===== src/rtl/bmu_pkg.sv =====
// Shared types and constants for the bit-manipulation unit's butterfly datapath.
// Maps the stage counter to a network distance exponent for either op.
package bmu_pkg;

  localparam int XLEN = 32;
  localparam int NSTG = 5;

  typedef enum logic {
    BMU_EXT = 1'b0,
    BMU_DEP = 1'b1
  } bmu_op_e;

  typedef enum logic [1:0] {
    IDLE = 2'd0,
    RUN  = 2'd1,
    DONE = 2'd2
  } bfly_state_e;

  // EXT walks distances 1..16, DEP walks 16..1; counts past the last stage give
  // an exponent the stage mux treats as straight.
  function automatic logic [2:0] stage_exp(input bmu_op_e op, input logic [2:0] stg);
    if (stg >= 3'(NSTG)) return 3'(NSTG);
    return (op == BMU_EXT) ? stg : 3'(NSTG - 1) - stg;
  endfunction

endpackage


===== src/rtl/bfly_stage_mux.sv =====
// One butterfly network stage at distance 2**dist_exp_i; cfg bit 1 = straight, 0 = swap.
// Exponents outside 0..4 pass the data through unchanged.
module bfly_stage_mux
  import bmu_pkg::*;
(
  input  logic [XLEN-1:0] data_i,
  input  logic [15:0]     cfg_i,
  input  logic [2:0]      dist_exp_i,
  output logic [XLEN-1:0] data_o
);

  always_comb begin
    // NOTE: every output of an always_comb gets a default first so no path
    // leaves it unassigned, which would otherwise infer a latch.
    data_o = data_i;
    for (int e = 0; e < NSTG; e++) begin
      if (dist_exp_i == 3'(e)) begin
        for (int i = 0; i < XLEN; i++) begin
          // Lower member of each pair has bit e clear; switch k numbers pairs densely.
          if (((i >> e) & 1) == 0) begin
            if (!cfg_i[(i >> (e + 1)) * (1 << e) + (i % (1 << e))]) begin
              data_o[i]            = data_i[i + (1 << e)];
              data_o[i + (1 << e)] = data_i[i];
            end
          end
        end
      end
    end
  end

endmodule


===== src/rtl/bfly_net_iter.sv =====
// Iterative butterfly / inverse-butterfly permutation: one stage per clock,
// EXT masks before the inverse butterfly, DEP masks after the butterfly.
module bfly_net_iter
  import bmu_pkg::*;
(
  input  logic            clk,
  input  logic            rst_n,
  input  logic            req_valid_i,
  output logic            req_ready_o,
  input  logic            req_op_i,
  input  logic [XLEN-1:0] req_data_i,
  input  logic [XLEN-1:0] req_mask_i,
  input  logic [15:0]     req_cfg0_i,
  input  logic [15:0]     req_cfg1_i,
  input  logic [15:0]     req_cfg2_i,
  input  logic [15:0]     req_cfg3_i,
  input  logic [15:0]     req_cfg4_i,
  input  logic            kill_i,
  output logic            resp_valid_o,
  input  logic            resp_ready_i,
  output logic [XLEN-1:0] resp_data_o
);

  bfly_state_e           state_q, state_d;
  bmu_op_e               op_q;
  logic [XLEN-1:0]       data_q, mask_q;
  logic [NSTG-1:0][15:0] cfg_q;
  logic [2:0]            stg_q;

  logic [2:0]      dist_exp;
  logic [15:0]     cfg_sel;
  logic [XLEN-1:0] stage_out;
  logic            accept, last_stg;

  assign accept   = (state_q == IDLE) && req_valid_i && !kill_i;
  assign last_stg = (stg_q == 3'(NSTG - 1));
  assign dist_exp = stage_exp(op_q, stg_q);

  always_comb begin
    cfg_sel = '1;
    case (dist_exp)
      3'd0: cfg_sel = cfg_q[0];
      3'd1: cfg_sel = cfg_q[1];
      3'd2: cfg_sel = cfg_q[2];
      3'd3: cfg_sel = cfg_q[3];
      3'd4: cfg_sel = cfg_q[4];
      default: cfg_sel = '1;
    endcase
  end

  bfly_stage_mux u_stage (
    .data_i     (data_q),
    .cfg_i      (cfg_sel),
    .dist_exp_i (dist_exp),
    .data_o     (stage_out)
  );

  always_comb begin
    state_d = state_q;
    case (state_q)
      IDLE:    if (accept) state_d = RUN;
      RUN:     if (last_stg) state_d = DONE;
      DONE:    if (resp_ready_i) state_d = IDLE;
      default: state_d = IDLE;
    endcase
    if (kill_i) state_d = IDLE;
  end

  assign req_ready_o  = (state_q == IDLE);
  assign resp_valid_o = (state_q == DONE);
  assign resp_data_o  = (state_q == DONE) ? data_q : '0;

  // NOTE: state and datapath registers use non-blocking assignments so every
  // flop samples the pre-edge values regardless of statement order.
  always_ff @(posedge clk or negedge rst_n) begin
    if (!rst_n) begin
      state_q <= IDLE;
    end else begin
      state_q <= state_d;
    end
  end

  // NOTE: every datapath register is reset, so a reset mid-operation leaves no
  // stale operand or counter behind.
  always_ff @(posedge clk or negedge rst_n) begin
    if (!rst_n) begin
      op_q   <= BMU_EXT;
      data_q <= '0;
      mask_q <= '0;
      cfg_q  <= '0;
      stg_q  <= '0;
    end else if (accept) begin
      op_q   <= bmu_op_e'(req_op_i);
      data_q <= req_op_i ? req_data_i : (req_data_i & req_mask_i);
      mask_q <= req_mask_i;
      cfg_q  <= {req_cfg4_i, req_cfg3_i, req_cfg2_i, req_cfg1_i, req_cfg0_i};
      stg_q  <= '0;
    end else if (state_q == RUN && !kill_i) begin
      data_q <= (op_q == BMU_DEP && last_stg) ? (stage_out & mask_q) : stage_out;
      stg_q  <= stg_q + 3'd1;
    end
  end

endmodule


===== config.mk =====
export PLATFORM = sky130hd
export DESIGN_NAME = bfly_net_iter
export DESIGN_NICKNAME = d
export VERILOG_FILES = /design/src/rtl/bmu_pkg.sv /design/src/rtl/bfly_stage_mux.sv /design/src/rtl/bfly_net_iter.sv
export SDC_FILE = /design/constraint.sdc
export NUM_CORES = 1
export LEC_CHECK = 0
export ABC_AREA = 1
export BUFFER_PORTS_ARGS = -buffer_cell sky130_fd_sc_hd__buf_2
export CAP_MARGIN = 30
export CORE_MARGIN = 5
export CORE_UTILIZATION = 57
export DETAILED_ROUTE_END_ITERATION = 6
export PLACE_DENSITY = 0.81
export SYNTH_ARGS = -nofsm -noshare
export SYNTH_HDL_FRONTEND = slang
export SYNTH_HIERARCHICAL = 1
export SYNTH_SLANG_ARGS = --single-unit

===== constraint.sdc =====
create_clock -name clk -period 3.9 [get_ports clk]
set_clock_uncertainty 0.2 [all_clocks]
set_input_delay 0.78 -clock clk [delete_from_list [all_inputs] [get_ports clk]]
set_output_delay 0.78 -clock clk [all_outputs]
set_load 0.1 [all_outputs]

* Word level (Yosys, flattened, before mapping)
Index checks and enable logic that the tools add are counted.
Operators by class: magnitude comparators 1, add/subtract/negate cells 2, reduce and logical (&&, ||, !) cells 9, multiplexer cells 166, bitwise logic cells 2, equal/unequal tests 10
Operators with widths (number):
- 32-bit two-way mux | 10
- 1-bit two-way mux | 129
- 16-bit one-hot mux with 5 select lines | 1
- 32-bit bitwise AND | 2
- 2-bit two-way mux | 20
- 3-bit two-way mux | 5
- 3-bit by 2-bit equality test with 1-bit output, second input constant | 2
- 3-bit equality test, second input constant | 2
- 2-bit one-hot mux with 3 select lines | 1
- 1-bit logical AND | 4
- 3-bit by 1-bit adder with 3-bit output, second input constant | 1
- 3-bit by 1-bit equality test with 1-bit output, second input constant | 1
- 3-bit >= comparator, second input constant | 1
- 3-bit logical NOT | 1
- 3-bit by 1-bit != test with 1-bit output, second input constant | 1
- 3-bit by 2-bit != test with 1-bit output, second input constant | 1
- 3-bit != test, second input constant | 1
- 3-bit AND reduction | 1
- 3-bit subtractor, first input constant | 1
- 2-bit by 1-bit equality test with 1-bit output, second input constant | 1
- 2-bit equality test, second input constant | 1
- 2-bit logical NOT | 1
- 2-bit nonzero test | 1
- 1-bit logical NOT | 1
Word-level totals: output and inout bits 34, input bits 150, bits in registers 150

* Longest topological paths before layout
Gate-level depths: netlist (run 1).
depth after elaboration 19, mapped depth 25, mapped depth without buffers 23

* Modules after synthesis
Netlist (run 1), hierarchy kept.
Modules (own cells, without submodules):
- bfly_net_iter | cells an instance 965, area an instance 7517.2 um2, times used 1
- bfly_stage_mux | cells an instance 590, area an instance 2628.8 um2, times used 1

* Worst setup path after synthesis (run 1)
OpenSTA, ideal clock, no wires.
kind register to output, start reg state_q[0], end out resp_data_o[10], data required time 2920 ps, stages on the path, launching flop included 5, path slack -637 ps, data arrival time 3557 ps, path through dfrtp_1 nor2_1 inv_1 buf_1 nor2_1
Between the ends: cells in the longest elaborated chain, start to end 2
Ends and longest elaborated chain:
- start: declaration | RTL line bfly_net_iter.sv:24 | bfly_state_e state_q, state_d;
- start signal: assignment | RTL line bfly_net_iter.sv:79 | state_q <= state_d;
- 2-bit equality test
- via resp_valid_o | RTL line bfly_net_iter.sv:19 | output logic resp_valid_o,
- 32-bit two-way mux | RTL line bfly_net_iter.sv:71 | assign resp_data_o = (state_q == DONE) ? data_q : '0;
- end: declaration | RTL line bfly_net_iter.sv:21 | output logic [XLEN-1:0] resp_data_o
The timed path passes the listed nets, and every way through them passes these cells.

* Worst setup path after layout (run 1)
start reg stg_q[0], end reg data_q[25]
Between the ends: cells in the longest elaborated chain, start to end 19, elaborated cells on any way between the ends 27, classes of those cells add/sub (1); order compare (1); eq/ne (5); mux (17); bitwise (1); reduce/logical (2)
Ends and longest elaborated chain:
- start: declaration | RTL line bfly_net_iter.sv:28 | logic [2:0] stg_q;
- start signal: assignment | RTL line bfly_net_iter.sv:100 | stg_q <= stg_q + 3'd1;
- 3-bit subtractor or 3-bit >= comparator (tied branches) | RTL line bmu_pkg.sv:23, bmu_pkg.sv:22
- 3-bit two-way mux or 1-bit two-way mux (tied branches) | RTL line bmu_pkg.sv:23, bmu_pkg.sv:22
- 3-bit two-way mux * | RTL line bmu_pkg.sv:23 | return (op == BMU_EXT) ? stg : 3'(NSTG - 1) - stg;
- 3-bit equality test, or another cell as far along | RTL line bfly_net_iter.sv:41 | case (dist_exp)
- 16-bit one-hot mux with 5 select lines * | RTL line bfly_net_iter.sv:41
- via cfg_sel[12] | RTL line bfly_net_iter.sv:31 | logic [15:0] cfg_sel;
- 2-bit two-way mux * | RTL line bfly_stage_mux.sv:21 | if (!cfg_i[(i >> (e + 1)) * (1 << e) + (i % (1 << e))]) begin
- 32-bit two-way mux * | RTL line bfly_stage_mux.sv:17 | if (dist_exp_i == 3'(e)) begin
- [5 not listed]
- 32-bit two-way mux * | RTL line bfly_stage_mux.sv:17
- 1-bit two-way mux | RTL line bfly_stage_mux.sv:21
- 32-bit two-way mux * | RTL line bfly_stage_mux.sv:17
- via stage_out[25] | RTL line bfly_net_iter.sv:32 | logic [XLEN-1:0] stage_out;
- 32-bit bitwise AND | RTL line bfly_net_iter.sv:99 | data_q <= (op_q == BMU_DEP && last_stg) ? (stage_out & mask_q) : stage_out;
- 32-bit two-way mux * | RTL line bfly_net_iter.sv:99
- 32-bit two-way mux * | RTL line bfly_net_iter.sv:98 | end else if (state_q == RUN && !kill_i) begin
- 32-bit two-way mux * | RTL line bfly_net_iter.sv:92 | end else if (accept) begin
- end signal: assignment | RTL line bfly_net_iter.sv:94 | data_q <= req_op_i ? req_data_i : (req_data_i & req_mask_i);
- end signal: assignment | RTL line bfly_net_iter.sv:99
- end: declaration | RTL line bfly_net_iter.sv:26 | logic [XLEN-1:0] data_q, mask_q;
Mark *: on every way through the listed nets, which the timed path passes. The rest lies on a longest branch. The select of a mux whose other input is x is not followed. A chain may end at the register's enable or synchronous reset.

==> results.md, run 1 <==
* CTS Root Cell: clkbuf_16
* Via count at 11519
* Sink Count at 150
* Max Root-Sink Buffers at 2
* Total CTS buffers at 17
* Via density at 5.91
* CP arrival at 3820 ps
* Final #Nets at 1866
* Status: complete, but fails checks
* # rows at 48
* Fill count at between 1500 and 2000
* Post-Synthesis Cells at ~1600
* Worst Setup Start Kind: register
* Layout cell share with drive strength beyond 1 at 0.173
* HPWL after DPL at 28300 µm
* Failing checks: design-rule violations
* Crit path launch: stg_q[0]$_DFFE_PN0P_
* Min-delay worst type: in -> async
* P&R area growth vs syn at 17.4%
* Max Fclk at 0.273 GHz
* Kind of critical path: reg -> reg
* Final Hold Fails at 0
* Worst-path clk slew at roughly 80 ps
* Setup violators final at 0
* Initial DRC count at 1669
* DRC Markers at 1
* First-pass DRT Iterations at 7
* First-pass GRT wire length at 59400 µm
* LEAKAGE at ~6.4 nW
* ANT cells at 0
* Yosys Warn Count at 6
* Die H at 143 µm
* Setup_tns at 0 ps
* DIE AREA at 20600 µm²
* Slew Limit Headroom at 0.494
* Syn Nets at 1709
* Fin. max-slew vios at 0
* Initial antenna violation count at 1
* WHS at ~110 ps
* Period Utilization, post-route at 0.939
* Pwr Density at between 1000 and 1500 nW/µm²
* Routability cong. at roughly 1.2
* RR Startpoint: stg_q[0]$_DFFE_PN0P_
* Clock Latency Late Sink at roughly 440 ps
* Gr usage total at 0.373
* Boundary pin count at ~180
* CP Capture Type: register
* IR drop worst, VDD at 0.501 mV
* Port Buffers at about 180
* Final WL at 38200 µm
* Multi-input combinational cell area at between 5000 and 6000 µm²
* Fin crit period at approximately 3700 ps
* Largest net degree at the start of global routing at 180
* RSZ-0062 raised after global routing: false
* Htree depth at 4
* Flops & latches, synth at 150
* Initial core utilization at 0.585
* Wire length per cell at just under 20 µm
* Slew @ Worst Pin at between 700 and 800 ps
* Core footprint at roughly 17000 µm²
* Max-Cap Viols at 0
* Critical Path Fanout Max at 11
* Overflow left after global routing at 0
* Post-DRT Antenna Nets at 0
* CTS tree: built
* Synth unique cells at 33
* Sequential cell area at approximately 3800 µm²
* Mapped cell area at around 10000 µm²
* Vias in the first global route at 10805
* Die span in x at roughly 140 µm
* Worst path required time at just over 4000 ps
* Post-Syn Area per Cell at 6.52 µm²
* Sequential fraction of the synthesis area at 0.370
-- sequential cells by signal, indices dropped and copies added, names as in the netlist --
signal,cells
stg_q,3
data_q,32
state_q,2
op_q,1
mask_q,32
cfg_q,80
-- metal layers --
layer  share of wire  vias to the layer above  routed length (µm)  global-route usage
li1                -                     5320                   -                   -
met1            0.41                     5323               15600               0.540
met2            0.44                      758               16700               0.557
met3            0.12                      116                4560              0.0869
met4           0.035                        2                1340               0.119
met5         0.00034                        -                  13                   0
-- per-stage QoR --
| stage | power [W] | setup WS (ps) | instance area, µm² | util | cells |
|---|---|---|---|---|---|
| global route | 0.0130 | 22.9 | 11900 | 0.686 | 1950 |
| detailed placement | 0.0101 | 230 | 11300 | 0.650 | 1918 |
| floorplan | 0.00770 | -90.2 | 10100 | - | 1555 |
| finish | 0.0123 | 237 | 11900 | 0.686 | 1950 |
| CTS | 0.0119 | 149 | 11900 | 0.686 | 1950 |
| global placement | 0.0100 | 281 | 11300 | 0.650 | 1918 |
-- placed cells by master (no fill, tap or decap), types with 27 or more instances in the layout --
cell type	netlist	final
buf_2	38	182
nand2_1	531	529
nand3_1	76	76
dfrtp_1	150	150
a22oi_1	32	32
nand4_1	46	46
o21ai_0	105	105
o21a_1	34	34
nor2_1	167	166
o211ai_1	47	47
o21ai_1	31	31
a21oi_1	28	27
buf_4	9	32
inv_1	165	165
-- final timing paths --
path / slack, ps / depth (start not counted) / to
min: 110 / 1 / cfg_q[38]$_DFFE_PN0P_
min in group clk: 280 / 2 / mask_q[0]$_DFFE_PN0P_
max reg2reg: 240 / 21 / data_q[25]$_DFFE_PN0P_
max: 240 / 21 / data_q[25]$_DFFE_PN0P_
min reg2reg: 280 / 2 / mask_q[0]$_DFFE_PN0P_
max in group asynchronous: 2610 / 2 / data_q[4]$_DFFE_PN0P_
-- synthesized netlist by cell type, drive strengths merged --
cell | count | area [µm²]
nor2 | 179 | 732
o21ai | 136 | 681
dfrtp | 150 | 3750
nand3 | 77 | 390
a21oi | 28 | 140
ha | 4 | 50.1
a21o | 1 | 7.51
nand2 | 540 | 2050
o31ai | 2 | 15.0
a31oi | 2 | 12.5
o21a | 34 | 255
or2 | 1 | 6.26
nand4 | 48 | 313
inv | 182 | 683
o22ai | 5 | 31.3
buf | 54 | 299
nor3 | 2 | 10.0
clkbuf | 27 | 101
o211ai | 47 | 353
o21bai | 1 | 7.51
nand3b | 1 | 7.51
a22oi | 32 | 240
clkinv | 2 | 7.51
-- cell type report --
| class | count | share of cell area |
|---|---|---|
| clock inverter | 15 | 0.0167 |
| inverter | 184 | 0.0583 |
| tap | 225 | 0.0236 |
| sequential | 150 | 0.315 |
| multi-input combinational | 1140 | 0.446 |
| timing repair buffer | 219 | 0.104 |
| clock buffer | 17 | 0.0357 |
-- critical path: stages (launching register included) --
cell	delay [ps]
dfrtp_1	410
inv_2	50
ha_1	190
ha_1	290
nand2_1	60
nand2_1	130
nand4_2	280
buf_4	260
nor2_1	90
nor2_1	80
nand2_1	150
clkinvlp_4	230
nand3_1	140
nand2_1	50
nand3_1	70
nand2_1	90
nand2_1	100
nand2_1	70
a21oi_2	250
o21a_1	160
o21ai_0	60
a22oi_1	160
-- where the power goes --
group	internal, W	total (W)	switching [W]
clock	0.000880	0.00172	0.000843
sequential	0.00211	0.00275	0.000641
combinational	0.00234	0.00778	0.00544
total	0.00533	0.0123	0.00692
-- repair_timing --
| item | in CTS | in global routing |
|---|---|---|
| setup endpoints to repair | 0 | 3 |
| buffers inserted | 0 | 0 |
| gates resized for setup | 0 | 4 |
| hold buffers | 0 | 0 |
-- cells by family (layout without fill, tap and decap cells) --
group / after synthesis / count (layout) / share of synthesized area
AO/OA/AOI/OAI: 288 / 288 / 0.172
buffers and inverters: 265 / 435 / 0.108
adder cells (fa/ha/maj): 4 / 4 / 0.00493
flip-flops: 150 / 150 / 0.370
AND/OR/NAND/NOR: 848 / 848 / 0.346
Power figures use the tool's default switching activity.
==> inputs of run 2 (changes only) <==
--- a/config.mk
+++ b/config.mk
@@ -11,6 +11,7 @@
 export CORE_MARGIN = 5
 export CORE_UTILIZATION = 57
 export DETAILED_ROUTE_END_ITERATION = 6
+export MAX_ROUTING_LAYER = met4
 export PLACE_DENSITY = 0.81
 export SYNTH_ARGS = -nofsm -noshare
 export SYNTH_HDL_FRONTEND = slang
==> run 2 against run 1 <==
Against the previous run:
- the run now ends clean
- count of clock-buffer cells in the layout did not move
- sequential share of layout area fell by 0.066 points
- wire length rose by 0.31%
- worst setup slack improved by 31 ps
- clock power rose by 4%
- register-to-register slack improved by 30 ps
- combinational power barely moved
- via count fell by 0.14%
- critical path type unchanged
- critical endpoint is now data_q[20]$_DFFE_PN0P_
- largest cell class unchanged
- largest power group unchanged
==> results.md, run 2 (synthesized netlist as in run 1, its figures left out) <==
* Status: finished clean
* CP Capture Type: register
* # rows at between 40 and 50
* Min-delay worst type: in -> async
* Critical Path Fanout Max at 16
* Post-placement cell count at around 1900
* Wire length per cell at slightly below 20 µm
* CTS Root Cell: clkbuf_16
* Final #Nets at 1869
* Final core occ at 0.688
* DIE AREA at about 20000 µm²
* Worst Setup Start Kind: register
* Most common cell after layout, fill and taps aside: nand2_1
* Max Root-Sink Buffers at 2
* Final Hold Fails at 0
* Gr usage total at 0.387
* Slew Limit Headroom at 0.543
* Boundary pin count at around 180
* RSZ-0062 raised after global routing: false
* Non-Filler Instances at roughly 2000
* Setup_tns at 0 ps
* Final WL at approximately 38000 µm
* Port Buffers at about 180
* Fin. max-slew vios at 0
* Period Utilization, post-route at 0.931
* Largest net degree at the start of global routing at 66
* Die H at roughly 140 µm
* Post-DRT Antenna Nets at 0
* Final Total Pwr at around 0.012 W
* First-pass GRT wire length at approximately 60000 µm
* Post-DP Area at 11300 µm²
* Die span in x at between 100 and 150 µm
* Layout cell share with drive strength beyond 1 at 0.174
* Clock Latency Late Sink at 430 ps
* Largest registers: cfg_q x80, data_q x32, mask_q x32
* Sink Count at 150
* Pwr Density at about 1000 nW/µm²
* LEAKAGE at between 6 and 7 nW
* Worst-path clk slew at approximately 70 ps
* DRC Markers at 0
* Fill count at about 1500
* Overflow left after global routing at 0
* Setup violators final at 0
* ANT cells at 0
* P&R area growth vs syn at 17.7%
* Initial core utilization at 0.585
* CTS tree: built
* Routability cong. at between 1 and 1.5
* Worst path required time at 4040 ps
* Most flops, register: cfg_q
* Core footprint at about 17000 µm²
* Max Fclk at ~0.28 GHz
* Vias in the first global route at 10965
* IR drop worst, VDD at about 0.47 mV
* Kind of critical path: reg -> reg
* Via density at 5.89
* CP arrival at about 3800 ps
* Fin crit period at approximately 3600 ps
* Post-route cell area at between 10000 and 15000 µm²
* First-pass DRT Iterations at 6
* HPWL after DPL at just under 30000 µm
* R2r worst-path depth at 19
* Max reg flops at 80
* Total CTS buffers at 17
* Initial antenna violation count at 0
* Commonest non-fill, non-tap cells in the layout: 531 x nand2_1, 182 x buf_2, 166 x nor2_1, 164 x inv_1, 150 x dfrtp_1
* Initial DRC count at approximately 1600
* Htree depth at 4
* Max-Cap Viols at 0
* Via count at 11503
* Slew @ Worst Pin at about 680 ps
==> run 2: cell types whose count changed in the layout (fill, tap and decap cells not counted), sizes merged <==
cell / before / now
buf: 219 / 222
bufinv: 0 / 2
inv: 188 / 191
clkinv: 10 / 4
clkinvlp: 1 / 2
==> run 2: stage by stage <==
step	setup slack (ps)	hold slack (ps)
detailed placement	285	259
global route	47.6	161
floorplan	-90.2	242
global placement	398	256
CTS	255	142
finish	268	114
==> run 2: repair_timing <==
item	CTS	global route
hold buffers	0	0
resized for setup	0	4
buffers inserted	0	0
setup endpoints to repair	0	10
==> run 2: report_power, final <==
| part | internal, W | switching, W |
|---|---|---|
| logic | 0.00235 | 0.00544 |
| registers | 0.00211 | 0.000644 |
| clock network | 0.000988 | 0.000802 |
| total | 0.00545 | 0.00689 |
==> run 2: area by class of cell <==
type                    instances  area [µm²]  share of cell area
repair buffers                222        1250               0.105
multi-input cells            1140        5330               0.446
inverters                     184         694              0.0582
well taps                     225         282              0.0236
clock inverters                15         205              0.0172
clock buffers                  17         425              0.0356
flip-flops and latches        150        3750               0.314
==> run 2: path summary, 6_finish.rpt <==
kind,slack [ps],from,endpoint
max,270,stg_q[0]$_DFFE_PN0P_,data_q[20]$_DFFE_PN0P_
min,110,rst_n,cfg_q[40]$_DFFE_PN0P_
max reg2reg,270,stg_q[0]$_DFFE_PN0P_,data_q[20]$_DFFE_PN0P_
min reg2reg,280,cfg_q[47]$_DFFE_PN0P_,cfg_q[47]$_DFFE_PN0P_
max in group asynchronous,2580,rst_n,mask_q[11]$_DFFE_PN0P_
min in group clk,280,cfg_q[47]$_DFFE_PN0P_,cfg_q[47]$_DFFE_PN0P_
==> run 2: metal layers <==
layer  vias to the layer above  share of wire  GRT usage  wire length, µm
li1                       5342              -          -                -
met1                      5309           0.41      0.537            15600
met2                       739           0.45      0.575            17200
met3                       113           0.11     0.0852             4350
met4                         0          0.029      0.112             1120
met5                         -              0          -                0
==> run 2: critical path, stage by stage (launching register included) <==
cell	delay, ps
dfrtp_1	410
inv_2	50
ha_1	200
ha_1	280
inv_1	60
nand2_1	50
nand2_2	110
nand2_1	90
nand2_2	270
nand2_1	80
nor2_1	230
nand2_1	260
inv_1	240
nand2_1	180
nand2_1	110
inv_1	40
a21oi_1	250
o21a_1	170
o21ai_0	80
a22oi_1	170
